===== config.mk =====
export PLATFORM = sky130hd
export DESIGN_NAME = hart_lives_display
export DESIGN_NICKNAME = d
export VERILOG_FILES = /design/src/rtl/hart_pkg.sv /design/src/rtl/hart_bitmap.sv /design/src/rtl/hart_lives_display.sv
export SDC_FILE = /design/constraint.sdc
export NUM_CORES = 1
export LEC_CHECK = 0
export ABC_AREA = 1
export BUFFER_PORTS_ARGS = -buffer_cell sky130_fd_sc_hd__buf_2
export CAP_MARGIN = 15
export CELL_PAD_IN_SITES_DETAIL_PLACEMENT = 0
export CELL_PAD_IN_SITES_GLOBAL_PLACEMENT = 2
export CORE_ASPECT_RATIO = 1.25
export CORE_UTILIZATION = 22
export CTS_BUF_LIST = sky130_fd_sc_hd__clkbuf_8 sky130_fd_sc_hd__clkbuf_16
export CTS_CLUSTER_SIZE = 30
export DETAILED_ROUTE_END_ITERATION = 7
export GPL_TIMING_DRIVEN = 0
export PLACE_DENSITY_LB_ADDON = 0.1
export SYNTH_ARGS = -nofsm -noshare
export SYNTH_HDL_FRONTEND = slang
export SYNTH_SLANG_ARGS = --single-unit
export TNS_END_PERCENT = 10

===== constraint.sdc =====
create_clock -name clk -period 1.3 [get_ports clk]
set_input_delay 0.13 -clock clk [delete_from_list [all_inputs] [get_ports clk]]
set_output_delay 0.13 -clock clk [all_outputs]
set_load 0.05 [all_outputs]

===== src/rtl/hart_pkg.sv =====
// rtl/hart_pkg.sv - heart sprite geometry, colour, mask bitmap and lives FSM state type.
package hart_pkg;

    localparam int HART_W = 16;
    localparam int HART_H = 16;
    localparam logic [7:0] HART_COLOR = 8'hE0;

    // Row index is offsetY; bit 15 is the leftmost column (offsetX = 0).
    localparam logic [15:0] HART_MASK [16] = '{
        16'h0000, 16'h3838, 16'h7C7C, 16'hFEFE,
        16'hFFFE, 16'hFFFE, 16'h7FFC, 16'h3FF8,
        16'h1FF0, 16'h0FE0, 16'h07C0, 16'h0380,
        16'h0100, 16'h0000, 16'h0000, 16'h0000
    };

    typedef enum logic [1:0] {
        ST_IDLE  = 2'd0,
        ST_BLINK = 2'd1,
        ST_OVER  = 2'd2
    } hart_state_e;

endpackage


===== src/rtl/hart_bitmap.sv =====
// rtl/hart_bitmap.sv - combinational lookup of one heart mask bit from an in-sprite offset.
module hart_bitmap
    import hart_pkg::*;
(
    input  logic [3:0] offset_x_i,
    input  logic [3:0] offset_y_i,
    output logic       mask_bit_o
);

    logic [15:0] row;

    always_comb begin
        row        = HART_MASK[offset_y_i];
        mask_bit_o = row[~offset_x_i];
    end

endmodule


===== src/rtl/hart_lives_display.sv =====
// rtl/hart_lives_display.sv - lives counter with heart row renderer; HART_BLINK_EN enables blink/invincibility.
module hart_lives_display
    import hart_pkg::*;
#(
    parameter logic [10:0] TOP_X        = 11'd20,
    parameter logic [10:0] TOP_Y        = 11'd450,
    parameter int          MAX_LIVES    = 3,
    parameter int          SPACING      = 4,
    parameter int          BLINK_FRAMES = 60,
    parameter int          BLINK_PERIOD = 8
) (
    input  logic        clk,
    input  logic        resetN,
    input  logic [10:0] pixelX,
    input  logic [10:0] pixelY,
    input  logic        startOfFrame,
    input  logic        lifeLost,
    input  logic        livesReset,
    output logic        HartDrawingRequest,
    output logic [7:0]  hartRGB,
    output logic [2:0]  livesCount,
    output logic        gameOver
);

    hart_state_e state_q, state_d;
    logic [2:0]  lives_q, lives_d;
    logic        req_q, req_d;
    logic [7:0]  rgb_q;

    logic        hit, in_y, vis, mask_bit;
    logic [2:0]  hit_idx;
    logic [3:0]  off_x, off_y;
    logic [11:0] x0;

`ifdef HART_BLINK_EN
    localparam int CW = $clog2(BLINK_FRAMES + BLINK_PERIOD + 1);
    logic [CW-1:0] cnt_q, cnt_d, half;
    logic [2:0]    idx_q, idx_d;
    logic          phase_on;

    always_comb begin
        half     = cnt_q / CW'(BLINK_PERIOD);
        phase_on = ~half[0];
    end
`endif

    // 12-bit compares keep pixels left of / above the row from wrapping into a match.
    always_comb begin
        hit     = 1'b0;
        hit_idx = 3'd0;
        off_x   = 4'd0;
        x0      = 12'd0;
        in_y    = ({1'b0, pixelY} >= {1'b0, TOP_Y}) &&
                  ({1'b0, pixelY} <  {1'b0, TOP_Y} + 12'(HART_H));
        off_y   = 4'(pixelY - TOP_Y);
        for (int i = 0; i < MAX_LIVES; i++) begin
            x0 = {1'b0, TOP_X} + 12'(i * (HART_W + SPACING));
            if (({1'b0, pixelX} >= x0) && ({1'b0, pixelX} < x0 + 12'(HART_W))) begin
                hit     = 1'b1;
                hit_idx = 3'(i);
                off_x   = 4'(pixelX - x0[10:0]);
            end
        end
    end

    hart_bitmap u_bitmap (
        .offset_x_i (off_x),
        .offset_y_i (off_y),
        .mask_bit_o (mask_bit)
    );

    always_comb begin
        vis = (hit_idx < lives_q);
`ifdef HART_BLINK_EN
        vis = vis || ((state_q == ST_BLINK) && (hit_idx == idx_q) && phase_on);
`endif
        req_d = hit && in_y && mask_bit && vis;
    end

    always_comb begin
        state_d = state_q;
        lives_d = lives_q;
`ifdef HART_BLINK_EN
        cnt_d   = cnt_q;
        idx_d   = idx_q;
`endif
        if (livesReset) begin
            state_d = ST_IDLE;
            lives_d = 3'(MAX_LIVES);
`ifdef HART_BLINK_EN
            cnt_d   = '0;
`endif
        end else begin
            case (state_q)
                ST_IDLE: begin
                    if (lifeLost && (lives_q != 3'd0)) begin
                        lives_d = lives_q - 3'd1;
`ifdef HART_BLINK_EN
                        idx_d   = lives_q - 3'd1;
                        cnt_d   = '0;
                        state_d = ST_BLINK;
`else
                        if (lives_q == 3'd1) state_d = ST_OVER;
`endif
                    end
                end
`ifdef HART_BLINK_EN
                // Invincible while blinking: lifeLost is deliberately not examined here.
                ST_BLINK: begin
                    if (startOfFrame) begin
                        if (cnt_q == CW'(BLINK_FRAMES - 1)) begin
                            cnt_d   = '0;
                            state_d = (lives_q == 3'd0) ? ST_OVER : ST_IDLE;
                        end else begin
                            cnt_d = cnt_q + 1'b1;
                        end
                    end
                end
`endif
                default: ;
            endcase
        end
    end

    always_ff @(posedge clk or negedge resetN) begin
        if (!resetN) begin
            state_q <= ST_IDLE;
            lives_q <= 3'(MAX_LIVES);
            req_q   <= 1'b0;
            rgb_q   <= 8'h00;
`ifdef HART_BLINK_EN
            cnt_q   <= '0;
            idx_q   <= 3'd0;
`endif
        end else begin
            state_q <= state_d;
            lives_q <= lives_d;
            req_q   <= req_d;
            rgb_q   <= req_d ? HART_COLOR : 8'h00;
`ifdef HART_BLINK_EN
            cnt_q   <= cnt_d;
            idx_q   <= idx_d;
`endif
        end
    end

    assign HartDrawingRequest = req_q;
    assign hartRGB            = rgb_q;
    assign livesCount         = lives_q;
    assign gameOver           = (state_q == ST_OVER);

endmodule


== Yosys cells after proc, flatten, opt, wreduce, memory -nomap -nowiden ==
Memory sizes are Yosys's and may differ from the RTL's.
Index checks and enable logic that the tools add are counted.
Widths: inputs -> output; s select.
Word-level totals
  register bits: 14
  ROM bits: 256
  input port bits: 27
  output and inout port bits: 13
  word-level logic and storage cells: 60
  memories kept: 1
Memories
  (name not given): depth 16, width 16, read ports 1, clocked after Yosys merged registers in 0, write ports 0, line hart_bitmap.sv:13  | row = HART_MASK[offset_y_i];
Operators by class
  $add $sub $neg: 5
  $lt $le $gt $ge: 11
  equal/unequal tests: 2
  muxes and demuxes: 20
  bitwise operators: 2
  reduce and logical (&&, ||, !) cells: 15
Operators with widths (number)
  $mux 16: 2
  $ge 11x6->1 const B: 2
  $lt 11x6->1 const B: 2
  $mux 3: 4
  $mux 4: 3
  $ge 11x5->1 const B: 1
  $ge 11x9->1 const B: 1
  $lt 11x7->1 const B: 1
  $lt 11x9->1 const B: 1
  $logic_and 1x1->1: 8
  $mux 2: 4
  $mux 8: 1
  $sub 4x4->4 const B: 2
  $reduce_bool 2->1: 3
  $ge 5x5->1 const B: 1
  $lt 4x5->1 const B: 1
  $mux 1: 5
  $not 4->5: 1
  $bmux 1 s4: 1
  $not 4->4: 1
  $sub 4x2->4 const B: 1
  $sub 4x3->4 const B: 1
  $eq 3x1->1 const B: 1
  $lt 3x3->1: 1
  other kinds (6): 6

== Longest topological paths before layout ==
  depth after elaboration: 11
  depth in mapped cells: 17
  gate-level depth less buffers: 17

== Modules after synthesis ==
Synthesis repeated with hierarchy kept, for this count alone.
Unflattened totals
  cell total of the unflattened synthesis: 183
  area, all modules: 1041.0 µm²
Modules (own cells, without submodules)
  hart_lives_display: instances 1, cells an instance 123, area an instance 783.3 µm², sequential area each 127.6 µm²
  hart_bitmap: instances 1, cells an instance 60, area an instance 257.7 µm², sequential area each 0.0 µm²

== Worst setup path after synthesis ==
Ideal clock, no wire load.
  path type: reg-to-reg
  start point: register lives_q[0], in the netlist livesCount[0]
  end point: register lives_q[0], in the netlist livesCount[0]
  setup time: 0.094 ns
  data arrival time: 1.539 ns
  required time: 1.206 ns
  setup slack: -0.333 ns
  cell stages (with the launch flop): 9
  buffers on the path: 0
  clock period less this slack: 1.633 ns
  cells stage by stage: dfstp_2 inv_1 ha_1 nand2_1 nand2_1 nor2_1 inv_1 a21oi_1 o21ai_0
On the way
  word-level cells in the longest chain between the ends: 4
  elaborated cells between the ends (all ways): 8
  classes of those cells: add/sub (1); mux (3); reduce/logical (4)
Ends and longest elaborated chain
  start: declaration: line hart_lives_display.sv:26  | logic [2:0] lives_q, lives_d;
  start signal: assignment: line hart_lives_display.sv:128  | lives_q <= 3'(MAX_LIVES);
  start signal: assignment: line hart_lives_display.sv:137  | lives_q <= lives_d;
  $sub 3x1->3 / $reduce_bool 3->1 (equally long branches): line hart_lives_display.sv:97, hart_lives_display.sv:96
  $mux 3 / $logic_and 1x1->1 (equally long branches): line hart_lives_display.sv:96  | if (lifeLost && (lives_q != 3'd0)) begin
  $mux 3 / $reduce_bool 2->1 (equally long branches)
  $mux 3 / $reduce_and 2->1 (equally long branches)
Parallel ways exist; a longest one is shown, timed or not. The select of a mux whose other input is x is not followed.
A chain may end at the register's enable or synchronous reset.

== Worst setup path after layout ==
Ends and elaborated chain as after synthesis.

==> impl_metrics.ini <==
[run_status]
status = complete, but fails checks
violations = negative setup slack

[sta]
min_period_ps = 1389
fmax_mhz = 720.0
min_period_over_period_pct = 106.8
hold_viol_final = 0
worst_slew_pin_slew_ps = 510.9
fin_ws_ps = -88.85
slew_headroom_pct = 65.58
finalMaxSlewViolations = 0
rsz0062_at_grt = yes
setup_viol = 4
fin_skew_ps = 1.249

[floorplanning]
dieWidth_um = 63.93
coreArea_um2 = 4493
initial_utilization_pct = 23.48
ios = 40
rows = 27
die_y_um = 79.42
die_area_um2 = 5077

[placed_design]
pre_cts_ws_ps = -587.3
gp_congestion = 0.7461
hpwl_mm = 2.298
portBuffers = 32
dp.cells = 267

[clocking]
cts_buffers = 3
cts_tree = done
htree_levels = 1
clockBufferDepth = 2
clock_sinks = 5
root_buffer = clkbuf_8
cts.reportedPaths.clkPinSlew_ps = 30
insertion_delay_ps = 220

[power]
powerDensity_nw_per_um2 = 561.0
leakagePower_nw = 0.8669
totalPowerFinal_uw = 926.6
ir_worst_vdd_uv = 207.2

[hold_path]
min_delay_worst_endpoint = livesCount[1]$_DFFE_PN1P_
min_path_type = primary input to flip-flop
min_from = livesReset
hold_depth = 3

[detailed_routing]
drtIter0Drc = 38
wirelength_mm = 2.747
firstDrtPassIters = 4
num_vias = 1203
antenna_left = 0
drc = 0
viasPerCell = 4.251
wire_per_inst_um = 9.707

[grt]
grt_usage_pct = 11.30
grt_overflow = 0
grt_pass1_vias = 1155
grt_pass1_wl_mm = 4.761
grt_antenna_before_repair = 0
grt_max_degree = 11

[critical_path]
worst-r2r-setup-slack_ps = -90
path_max_fanout = 4
timing.rr.end = livesCount[0]$_DFFE_PN1P_
reg2regPathDepth = 8
required_ps = 1440
r2r-start = livesCount[0]$_DFFE_PN1P_
arrival_ps = 1530
crit_type = flip-flop to flip-flop
endpoint_kind = flip-flop
start_kind = flip-flop

[final_layout]
final_nets = 263
synthToLayoutAreaGrowth_pct = 56.58
layout.area.seq_um2 = 131.4
multiInputGateArea_um2 = 912.1
fillCellCount = 503
drive_above_1_share_pct = 51.56
diodes = 0
layout_commonest_cell = nand2_1
layout.cells.most_common_list = nand2_1, buf_2, nand3_1, buf_4, inv_1
fin_cells = 283

[synth]
synth-seq-area-share_pct = 12.10
synth_cell_type_count = 29
synth_area_um2 = 1055
syn_avg_cell_area_um2 = 6.097
syn_inst = 173
yosys_warnings = 0
ys_ff_latch = 5

[job]
drv_cap = 0
critical path, stage by stage, from the launching register on:
cell and delay, ps:
dfstp_4 610, inv_2 40, ha_2 170, nand2_2 70
nand2_2 60, nor2_4 120, inv_2 70, a21oi_1 110
o21ai_1 70
layer usage:
layer,wire (um),share of wire [%],global-route usage [%]
met5,0,0,0
met4,0,0,2.045
met3,56,2.0,1.000
met2,1545,56,23.30
met1,1144,42,12.17
cells by family after synthesis:
logic type                 synth area share, %
other                                   0.3555
DFF                                      12.10
adders and majority gates                11.86
buffers and inverters                    16.84
and+or+nand+nor                          46.62
AOI/OAI and AO/OA                        12.22
repair_timing:
action                                  4_1_cts  5_1_grt
setup buffers                                 9        2
gates resized for setup                      38       26
pin swaps                                    20       19
endpoints found under the setup margin        5        6
endpoints found under the hold margin         5        0
hold buffers                                  1        0
cell usage after synthesis (all sizes together):
library cell  number  area share, %
o21ai              8            3.8
nand2             45             19
buf                9            6.8
a2111oi            1           0.83
nand2b             1           0.59
or2                1           0.59
o211ai             3            2.1
and2               1           0.59
clkinv             1           0.47
conb               1           0.36
nand3             27             15
a211oi             1           0.71
dfstp              2            5.0
nand4              6            3.6
dfrtp              3            7.1
nor2              19            7.7
a21oi              7            4.7
inv               27            9.6
ha                10             12
metrics by stage:
| step | setup TNS (ps) | hold slack, ps | utilization [%] | cell area [um^2] |
|---|---|---|---|---|
| floorplan | -1012 | -165.6 | - | 1079 |
| global placement | -1172 | -49.80 | 29.18 | 1311 |
| detailed placement | -1176 | -48.16 | 29.18 | 1311 |
| CTS | -356.3 | 154.2 | 34.81 | 1564 |
| global route | -688.2 | 157.3 | 36.76 | 1652 |
| finish | -303.3 | 163.2 | 36.76 | 1652 |
cell type report:
class | instances | area share [%]
Buffer | 9 | 4.318
Clock buffer | 3 | 2.500
Clock inverter | 1 | 0.2273
Inverter | 28 | 7.727
Multi-Input combinational cell | 135 | 55.23
Sequential cell | 5 | 7.955
Tap cell | 58 | 4.394
Timing Repair Buffer | 44 | 17.65
state kept, by name, summed over array words and instances (netlist names):
signal / flops
state_q: 1
livesCount: 3
hartRGB: 1
where the power goes:
part	total [mW]	internal [mW]	switching (mW)
Combinational	0.473	0.184	0.289
Sequential	0.184	0.174	0.00931
Clock	0.270	0.202	0.0685
Total	0.927	0.560	0.366
worst max path at each step:
stage | startpoint | end | slack (ps)
after floorplan | livesCount[1]$_DFFE_PN1P_ | livesCount[1]$_DFFE_PN1P_ | -220
after global placement | pixelY[2] | hartRGB[6]$_DFF_PN0_ | -590
after detailed placement | pixelY[2] | hartRGB[6]$_DFF_PN0_ | -590
after global routing | pixelX[3] | hartRGB[6]$_DFF_PN0_ | -220
final | livesCount[0]$_DFFE_PN1P_ | livesCount[0]$_DFFE_PN1P_ | -90
after CTS | pixelY[2] | hartRGB[6]$_DFF_PN0_ | -120
(Power assumes the default switching activity.)
